==> config.mk <==
export PLATFORM = sky130hd
export DESIGN_NAME = pic_priority_resolver
export DESIGN_NICKNAME = d
export VERILOG_FILES = /design/src/rtl/pic_priority_resolver.sv
export SDC_FILE = /design/constraint.sdc
export NUM_CORES = 1
export LEC_CHECK = 0
export ABC_AREA = 1
export CAP_MARGIN = 20
export CORE_MARGIN = 5
export CORE_UTILIZATION = 55
export DETAILED_ROUTE_END_ITERATION = 7
export PLACE_DENSITY = 0.83
export SKIP_LAST_GASP = 1
export SYNTH_ARGS = -nofsm -noshare
export SYNTH_HDL_FRONTEND = slang
export SYNTH_SLANG_ARGS = --single-unit
==> constraint.sdc <==
create_clock -name clk -period 4.85 [get_ports clk]
set_clock_uncertainty 0.1 [all_clocks]
set_input_delay 0.485 -clock clk [delete_from_list [all_inputs] [get_ports clk]]
set_output_delay 0.485 -clock clk [all_outputs]
set_load 0.02 [all_outputs]
==> src/rtl/pic_priority_resolver.sv <==
// Request/in-service stage of an 8259-style interrupt controller: captures IR lines,
// masks them, resolves rotating fully-nested priority and tracks the in-service levels.
module pic_priority_resolver #(
  parameter int NUM_IR       = 8,
  parameter int RESET_LOWEST = 7
) (
  input  logic       clk,
  input  logic       rst,
  input  logic [7:0] ir_in,
  input  logic       ltim,
  input  logic [7:0] imr,
  input  logic       ack_first,
  input  logic       ack_second,
  input  logic       aeoi,
  input  logic       eoi,
  input  logic       eoi_specific,
  input  logic [2:0] eoi_level,
  input  logic       eoi_rotate,
  output logic [7:0] irr,
  output logic [7:0] isr,
  output logic       int_req,
  output logic [2:0] ack_level,
  output logic       spurious
);

  logic [7:0] ir_prev_q, ir_prev_d;
  logic [7:0] irr_q, irr_d;
  logic [7:0] isr_q, isr_d;
  logic [2:0] lowest_q, lowest_d;
  logic       int_req_q, int_req_d;
  logic [2:0] ack_level_q, ack_level_d;
  logic       spurious_q, spurious_d;
  logic       ack_pend_q, ack_pend_d;

  // Returns {found, level} of the highest-priority set bit, priority starting at low+1.
  function automatic logic [3:0] pick(input logic [7:0] v, input logic [2:0] low);
    logic [3:0] r;
    logic [2:0] idx;
    r = 4'd0;
    for (int k = NUM_IR - 1; k >= 0; k--) begin
      idx = 3'(low + 3'd1 + 3'(k));
      if (v[idx]) r = {1'b1, idx};
    end
    return r;
  endfunction

  logic [3:0] cand, isr_top;
  logic [2:0] cand_prio, isr_prio;
  logic       cand_valid;
  logic [7:0] isr_set, isr_clr, irr_ack_clr;

  always_comb begin
    cand       = pick(irr_q & ~imr, lowest_q);
    isr_top    = pick(isr_q, lowest_q);
    cand_prio  = 3'(cand[2:0] - lowest_q - 3'd1);
    isr_prio   = 3'(isr_top[2:0] - lowest_q - 3'd1);
    cand_valid = cand[3] && (!isr_top[3] || (cand_prio < isr_prio));
  end

  always_comb begin
    ir_prev_d   = ir_in;
    int_req_d   = cand_valid;
    ack_level_d = ack_level_q;
    spurious_d  = 1'b0;
    ack_pend_d  = ack_pend_q;
    lowest_d    = lowest_q;
    isr_set     = 8'h00;
    isr_clr     = 8'h00;
    irr_ack_clr = 8'h00;

    if (ack_first) begin
      if (cand_valid) begin
        ack_level_d          = cand[2:0];
        isr_set[cand[2:0]]   = 1'b1;
        irr_ack_clr          = isr_set;
        ack_pend_d           = 1'b1;
      end else begin
        ack_level_d = 3'd7;
        spurious_d  = 1'b1;
        ack_pend_d  = 1'b0;
      end
    end else if (ack_second) begin
      ack_pend_d = 1'b0;
    end

    // Automatic EOI only closes a sequence that a real ack_first opened.
    if (ack_second && aeoi && ack_pend_q) begin
      isr_clr[ack_level_q] = 1'b1;
      if (eoi_rotate) lowest_d = ack_level_q;
    end

    if (eoi) begin
      if (eoi_specific) begin
        isr_clr[eoi_level] = 1'b1;
        if (eoi_rotate) lowest_d = eoi_level;
      end else if (isr_top[3]) begin
        isr_clr[isr_top[2:0]] = 1'b1;
        if (eoi_rotate) lowest_d = isr_top[2:0];
      end
    end

    isr_d = (isr_q & ~isr_clr) | isr_set;

    if (ltim) irr_d = ir_in;
    else      irr_d = (irr_q & ~(~ir_in | irr_ack_clr)) | (ir_in & ~ir_prev_q);
  end

  always_ff @(posedge clk) begin
    if (rst) begin
      ir_prev_q   <= 8'h00;
      irr_q       <= 8'h00;
      isr_q       <= 8'h00;
      lowest_q    <= 3'(RESET_LOWEST);
      int_req_q   <= 1'b0;
      ack_level_q <= 3'd7;
      spurious_q  <= 1'b0;
      ack_pend_q  <= 1'b0;
    end else begin
      ir_prev_q   <= ir_prev_d;
      irr_q       <= irr_d;
      isr_q       <= isr_d;
      lowest_q    <= lowest_d;
      int_req_q   <= int_req_d;
      ack_level_q <= ack_level_d;
      spurious_q  <= spurious_d;
      ack_pend_q  <= ack_pend_d;
    end
  end

  assign irr       = irr_q;
  assign isr       = isr_q;
  assign int_req   = int_req_q;
  assign ack_level = ack_level_q;
  assign spurious  = spurious_q;

endmodule

==> results.toml, run 1 <==
[power_and_ir_drop]
power_frac_comb_pct = 74.2
power_density_nw_per_um2 = 665.8
p_leak_nw = 2.055
power_switching_share_pct = 54.76
internal_power_mw = 1.185
seqPwrFrac_pct = 15.8
clkPwrFrac_pct = 10.0
ir_drop_v = 0.0004546
switchingPower_mw = 1.434

[logic_synthesis]
syn_area_um2 = 3257
avgSynthCellArea_um2 = 5.684
syn_nets = 609
synth_edf_count = 0
yosys.cell_types.count = 40
async_flop_share_pct = 0
ys_seq_area_share_pct = 20.28
synth-seq-cells = 33
syn_inst = 573
synth_flop_cell = "dfxtp_1"
ys_warn_count = 0

[global_route]
grt_pass1_vias = 3367
grt_max_degree = 29
antenna_found_initial = 0
track_usage_pct = 24.80
grt_pass1_wl_mm = 15.26
grt_overflow_total = 0

[hold_path]
hp-start = "ack_pend_q"
min_to = "ack_pend_q"
worst_hold_path.num_cells = 2
hold_class = "register to register"

[worst_setup_path]
worstPathArrival_ns = 4.61
cp_max_fo = 21
path_delay_family = "simple AND/OR/NAND/NOR gates"
critPathLaunchType = "register"
r2r_slack_ns = 0.34
cp_num_buf_inv = 5
worstSetupPathType = "register to register"
r2r-end = "isr[1]"
cpMostUsedCell = "nand2_1"
max_stage_delay_ns = 0.38
r2r_start = "lowest_q[0]"
path_depth = 30
cp-end-kind = "register"
r2r_cells = 30
cp.required_ns = 4.95
critPathSlowestCell = "dfxtp_4"

[floorplan]
initial_core_util_pct = 55.67
num_rows = 28
die_area_um2 = 7560
fp.dieH_um = 86.95
die_x_um = 86.95
coreArea_um2 = 5851
boundaryPins = 49

[timing]
finalHoldViolations = 0
slew_headroom_pct = 65.23
fin_tns_setup_ns = 0
period_share_pct = 93.02
slew_viol_final = 0
hold_ws_ns = 0.4026
max_freq_mhz = 221.7
rsz0062_at_grt = "false"
worstMarginPinSlew_ns = 0.5199
finalWorstPathRequiredPeriod_ns = 4.511
setup_violations = 0

[layout]
diodes = 0
final_area_um2 = 3933
final_cell_mix = "nand2_1, inv_1, clkdlybuf4s50_1"
layout_commonest_cell = "nand2_1"
drive_gt1_share_pct = 10.84
synthToLayoutAreaGrowth_pct = 20.75
register_area_um2 = 665.6
layout.nets = 653
fillers = 535
multi_input_area_um2 = 2190

[drt]
wl_mm = 9.528
via_per_inst = 5.356
routedWlPerCell_um = 13.75
first_pass_iters = 5
vias = 3712
drc = 0
initialDrtViolationCount = 233
drtAntennaViolNets = 0

[cts]
ctsLongestPathBuffers = 2
path_clk_slew_ns = 0.07
numCtsBuffers = 5
htreeDepth = 2
cts_root_buffer = "clkbuf_8"
hold_buffers = 0
cts_tree = "yes"
clk_latency_ns = 0.28
clock_sinks = 33

[outcome]
status = "finished clean"

[placed_design]
postPlaceCellArea_um2 = 3737
dp_hpwl_mm = 7.535
port_buffers = 48
gp_congestion = 0.9870

[job]
cap_violations = 0
[final cells by class]
cell class	instances	share of cell area [%]
multi-input combinational	442	55.68
sequential	33	16.93
timing repair buffer	53	13.94
inverter	82	8.113
tap	75	2.386
clock buffer	7	2.195
clock inverter	1	0.7636
[worst reg2reg max path, delay by kind of cell, from the launching register on]
kind,cells,cell delay (ns)
AND/OR/NAND/NOR,16,1.37
XOR/XNOR,2,0.35
adder cells (fa/ha/maj),4,1.21
buffers and inverters,5,0.57
flip-flops,1,0.38
AO/OA/AOI/OAI,3,0.45
[how the worst max path moves through the flow]
stage                 from     end  slack [ns]
6_report       lowest_q[0]  isr[1]        0.34
3_5_place_dp   lowest_q[0]  irr[0]        0.14
2_1_floorplan  lowest_q[0]  irr[4]        0.52
4_1_cts        lowest_q[0]  isr[0]        0.11
3_3_place_gp   lowest_q[0]  irr[0]        0.30
5_1_grt        lowest_q[0]  irr[1]       0.003
[through the flow]
step	total power [mW]	worst slack [ns]	cells	utilization [%]
2_1_floorplan	1.831	0.5192	573	-
6_report	2.618	0.3386	693	67.22
5_1_grt	2.887	0.002515	693	67.22
4_1_cts	2.547	0.1113	691	65.87
3_5_place_dp	2.278	0.1366	683	63.88
3_3_place_gp	2.240	0.2999	683	63.88
[per-layer routing]
layer | routed length [um] | vias to the layer above | global-route usage [%]
li1 | - | 1903 | -
met1 | 4087 | 1613 | 33.18
met2 | 4583 | 174 | 41.82
met3 | 653 | 22 | 3.122
met4 | 203 | 0 | 6.799
met5 | 0 | - | 0
[Yosys cell counts (6+ instances only)]
cell	n	area share (%)
o21ai_1	6	0.92
nand2_1	222	26
inv_1	74	8.5
nand2_2	29	5.6
o211ai_1	10	2.3
dfxtp_1	33	20
clkbuf_1	7	0.81
o21ai_0	15	2.3
nand3_1	44	6.8
ha_1	6	2.3
nor2_1	34	3.9
a21oi_1	35	5.4
[power groups by stage]
| stage | Combinational (mW) | Clock [mW] | Sequential [mW] |
|---|---|---|---|
| finish | 1.94 | 0.261 | 0.413 |
| floorplan | 1.40 | 0 | 0.428 |
| global placement | 1.83 | 0 | 0.411 |
| detailed placement | 1.87 | 0 | 0.412 |
| global route | 2.19 | 0.277 | 0.419 |
| CTS | 1.88 | 0.265 | 0.407 |
[timing repair]
action / CTS / global route
setup buffers: 0 / 1
setup endpoints to repair: 0 / 17
gates resized for setup: 0 / 13
[sequential cells by signal (all words and copies together) (netlist names)]
name        flops
ir_prev_q       8
spurious        1
int_req         1
irr             8
ack_level       3
isr             8
lowest_q        3
ack_pend_q      1
[cell families (layout without fill, tap and decap cells)]
kind of cell | after synthesis | in the layout | share of synthesized area [%]
simple gates | 343 | 343 | 45.79
buf+inv | 98 | 143 | 13.29
compound gates | 87 | 87 | 16.02
flops | 33 | 33 | 20.28
fa+ha+maj | 8 | 8 | 3.534
xor+xnor | 4 | 4 | 1.076
Power figures use the tool's default switching activity.
==> run 2, diff against run 1 <==
--- a/config.mk
+++ b/config.mk
@@ -6,7 +6,6 @@
 export NUM_CORES = 1
 export LEC_CHECK = 0
 export ABC_AREA = 1
-export CAP_MARGIN = 20
 export CORE_MARGIN = 5
 export CORE_UTILIZATION = 55
 export DETAILED_ROUTE_END_ITERATION = 7
==> results of run 2 <==
Same layout as run 1: the final DEF is identical, and so are final timing and power.
==> run 3, diff against run 2 <==
--- a/config.mk
+++ b/config.mk
@@ -14,3 +14,4 @@
 export SYNTH_ARGS = -nofsm -noshare
 export SYNTH_HDL_FRONTEND = slang
 export SYNTH_SLANG_ARGS = --single-unit
+export TNS_END_PERCENT = 1
==> results of run 3 <==
Same layout as run 1: the final DEF is identical, and so are final timing and power.
==> patch 1, RTL diff (config.mk and constraints of run 1) <==
Change the parameter `NUM_IR` from 8 to 7.
--- a/src/rtl/pic_priority_resolver.sv
+++ b/src/rtl/pic_priority_resolver.sv
@@ -3,3 +3,3 @@
 module pic_priority_resolver #(
-  parameter int NUM_IR       = 8,
+  parameter int NUM_IR       = 7,
   parameter int RESET_LOWEST = 7
Formal check against the unedited RTL: not equivalent (Yosys sat finds a counterexample within 4 cycles, from zero or initial values and one cycle with rst high).
==> patch 1 against run 1 <==
  * Combinational power decreased by 20%
  * Final area decreased by 8.2%
  * Clock power about the same
  * Count of clock-buffer cells in the layout decreased by 2
  * Core utilization increased by 2.5 points
  * Non-clock buffer count increased by 1
  * Final cell count decreased by 7.6%
  * Routed wire length decreased by 7.3%
  * Setup slack improved by 58 ps
  * Die area decreased by 8.4%
  * Total power decreased by 16%
  * Sequential cell count unchanged
  * Area after synthesis decreased by 9.5%
==> patch 1: results (changes against run 1) <==
Synth area leaders=nand2_1, dfxtp_1, nand3_1; leakage power=1.85 nW (-9.9%); register area share after synthesis=22.4% (+2.1 points); status=finished clean; detailed-route wire length per cell=13.8 um (+0.42%); Max-slew headroom=64.7% (-0.50 points); post-synthesis xor/xnor area fraction=1.19% (+0.11 points); WL final=8.84 mm (-7.3%); worst reg-to-reg setup slack=400 ps (+60 ps); DR vias=3461 (-6.8%); pre-CTS setup slack=357 ps (+221 ps); Worst path slowest cell=fa_1; Post-Synth Adder-Cell Area=3.90% (+0.37 points); total track usage=25.4% (+0.57 points); Unique masters post-synth=37 (-7.5%); peak supply drop=0.467 mV (+2.8%); dpl cells=632 (-7.5%); hold endpoint=irr[6]; first-pass GRT wire length=14.7 mm (-3.7%); top cells by count, synth=nand2_1, inv_1, nand3_1, nor2_1, a21oi_1; compound-cell area share of the yosys netlist=15.9% (-0.11 points); GPL Wtd Cong=0.998 (+1.1%); vias in the first global route=3232 (-4.0%); final hold slack=390 ps (-12.6 ps); critical path data arrival time=4540 ps (-70 ps); layout cells sized above 1=7.54% (-3.3 points); largest net degree at the start of global routing=24 (-17%); Placed Area=3480 um2 (-6.8%); CP Max Fanout=15 (-29%); post-DP HPWL=7.01 mm (-6.9%)
## patch 1: cell types whose count changed after synthesis, moves of 5 or more
| cell | delta |
|---|---|
| nand2_1 | -24 |
| nand2_2 | -22 |
| inv_1 | -16 |
| nand3_1 | +14 |
| nor2_1 | +8 |
| o211ai_1 | -6 |
| buf_2 | +5 |
## patch 1: power by group
group          leakage (nW)  total, mW  switching (mW)  internal, mW
Sequential            0.272      0.385          0.0614         0.323
Combinational          1.53       1.55            1.01         0.548
Clock                0.0543      0.262           0.109         0.154
## patch 1: metal layers
metal  vias up  track usage [%]  part of all wire [%]
li1       1762                -                     -
met1      1506             33.7                    44
met2       169             44.0                    47
met3        24             2.48                   7.0
met4         0             6.24                   2.1
met5         -                0                     0
## patch 1: worst max path at each step
stage	end	slack [ps]	start	depth (start not counted)
2_1_floorplan	irr[2]	420	lowest_q[0]	31
3_3_place_gp	irr[5]	420	imr[4]	28
3_5_place_dp	irr[5]	360	imr[4]	28
4_1_cts	irr[2]	350	lowest_q[0]	29
5_1_grt	irr[2]	9	lowest_q[0]	30
6_report	irr[5]	400	lowest_q[0]	28
## patch 1: kinds of logic (layout without fill, tap and decap cells)
kind of cell	after synthesis	in the layout
and+or+nand+nor	316	316
buffers and inverters	81	130
AOI/OAI and AO/OA	79	79
DFF	33	33
adders and majority gates	8	8
xor gates and xnor gates	4	4
## patch 1: final cells by class
class | count | area [um2] | area share [%]
clock buffer | 5 | 68.8 | 1.91
clock inverter | 3 | 46.3 | 1.28
inverter | 68 | 255 | 7.07
multi-input combinational | 407 | 1960 | 54.3
sequential | 33 | 661 | 18.3
tap | 70 | 87.6 | 2.43
timing repair buffer | 54 | 529 | 14.7
==> patch 2, RTL diff (flow settings as in run 1) <==
Made on the original files. Register the output `ack_level` once more; this adds one clock of latency there. The other outputs are not delayed to match.
--- a/src/rtl/pic_priority_resolver.sv
+++ b/src/rtl/pic_priority_resolver.sv
@@ -132,3 +132,9 @@
   assign int_req   = int_req_q;
-  assign ack_level = ack_level_q;
+  always_ff @(posedge clk) begin
+    if (rst) begin
+      ack_level <= '0;
+    end else begin
+      ack_level <= ack_level_q;
+    end
+  end
   assign spurious  = spurious_q;
Formal check against the unedited RTL: not equivalent (Yosys sat finds a counterexample within 4 cycles, from zero or initial values and one cycle with rst high).
==> patch 2 against run 1 <==
  * Sequential cell count rose by 3
  * Area after synthesis fell by 1.1%
  * Critical path depth rose by 1
  * Final area fell by 2.5%
  * Final cell count fell by 1.0%
  * Clock power fell by 13%
  * Count of clock-buffer cells in the layout did not move
  * Core utilization rose by 1.2 points
  * Total power rose by 0.64%
  * Sequential power rose by 6.3%
  * Routed wire length rose by 1.7%
  * Highest routed layer unchanged
  * Setup slack improved by 25 ps
==> patch 2: results (changes against run 1) <==
status=finished clean; dpl cells=679 (-0.59%); peak supply drop=0.466 mV (+2.5%); ant diodes=0 (unchanged); DR vias=3731 (+0.51%); GPL Wtd Cong=0.936 (-5.1%); Placed Area=3720 um2 (-0.40%); H-tree depth=2 (unchanged); Reg clk slew, reported paths=70 ps (about the same); pin slew with the least headroom to its limit=640 ps (+120 ps); critical path data arrival time=4560 ps (-50 ps); number of warning messages in the yosys log=0 (unchanged); 1st-iter DRT viols=250 (+7.3%); root buffer cell=clkbuf_8; total negative slack=0 ps (unchanged); IO buf count=48 (unchanged); WL final=9.69 mm (+1.7%); CTS max path bufs=2 (unchanged); Unique masters post-synth=36 (-10%); first-pass GRT wire length=15.9 mm (+3.9%); register area share after synthesis=22.4% (+2.1 points); layout filler cell count=532 (-0.56%); Post-Syn Instances=570 (-0.52%); number of buffers created by CTS=5 (unchanged); Synth Flop Type=dfxtp_1; async set or reset register ratio after synthesis=0% (unchanged); post-DP HPWL=7.72 mm (+2.4%); leakage power=2.03 nW (-1.3%); TritonRoute pass-1 iters=5 (unchanged); initial antenna violation count=0 (unchanged); syn nets=606 (-0.49%); vias in the first global route=3460 (+2.8%); top cells by count, synth=nand2_1, inv_1, nand3_1, nor2_1; DR vias/cell=5.44 (+1.5%); Worst path slowest cell=fa_1; critical path's largest stage delay=410 ps (+30 ps); commonest non-fill, non-tap cell in the layout=nand2_1; total track usage=26.3% (+1.5 points); worst hold-check path type=reg -> reg; clock latency on the worst-skew pair=290 ps; Layout Nets=650 (-0.46%); Synth area leaders=nand2_1, dfxtp_1, inv_1; largest net degree at the start of global routing=30 (+3.4%); layout cells sized above 1=8.96% (-1.9 points); CP Max Fanout=14 (-33%)
==> patch 2: worst paths after layout <==
path               start  endpoint  slack [ps]  depth (start not counted)
max reg2reg  lowest_q[0]    irr[0]         360                         31
min               irr[4]    irr[4]         380                          2
min reg2reg       irr[4]    irr[4]         380                          2
max          lowest_q[0]    irr[0]         360                         31
==> patch 2: cell families (layout without fill, tap and decap cells) <==
family          Yosys count  count (layout)  share of synthesized area (%)
buf+inv                  95             139                           12.6
fa+ha+maj                 8               8                           3.57
simple gates            343             343                           44.7
compound gates           84              84                           15.7
xor+xnor                  4               4                           1.09
flops                    36              36                           22.4
==> patch 2: worst max-delay path: cells and delay by family (launching register included) <==
family	cells	cell delay, ps
buffers and inverters	4	420
XOR/XNOR	2	380
AO/OA/AOI/OAI	2	220
AND/OR/NAND/NOR	20	1860
flip-flops	1	370
adder cells (fa/ha/maj)	3	1010
==> patch 2: cell type report <==
class | instances | area, um2 | area share, %
clock buffer | 7 | 96.3 | 2.51
inverter | 80 | 305 | 7.96
multi-input combinational | 439 | 2110 | 54.9
sequential | 36 | 723 | 18.9
tap | 72 | 90.1 | 2.35
timing repair buffer | 52 | 514 | 13.4
==> patch 2: metal layers <==
| layer | up-vias | part of all wire, % | GRT usage [%] |
|---|---|---|---|
| li1 | 1871 | - | - |
| met1 | 1662 | 43 | 33.7 |
| met2 | 171 | 46 | 44.0 |
| met3 | 27 | 7.7 | 5.13 |
| met4 | 0 | 2.4 | 8.92 |
| met5 | - | 0 | 0 |
==> patch 2: metrics by stage <==
step	setup slack [ps]	utilization, %
final	363	68.4
after CTS	255	68.1
after detailed placement	239	66.4
after global routing	32.5	68.4
after floorplan	570	-
after global placement	328	66.4
==> patch 2: timing repair <==
action | 4_1_cts | 5_1_grt
endpoints found under the hold margin | 0 | 0
buffers inserted | 0 | 0
endpoints found under the setup margin | 0 | 15
resized for setup | 0 | 5
==> patch 2: report_power, final <==
part | switching (mW) | internal [mW]
clock network | 0.101 | 0.126
logic | 1.29 | 0.683
registers | 0.0782 | 0.360
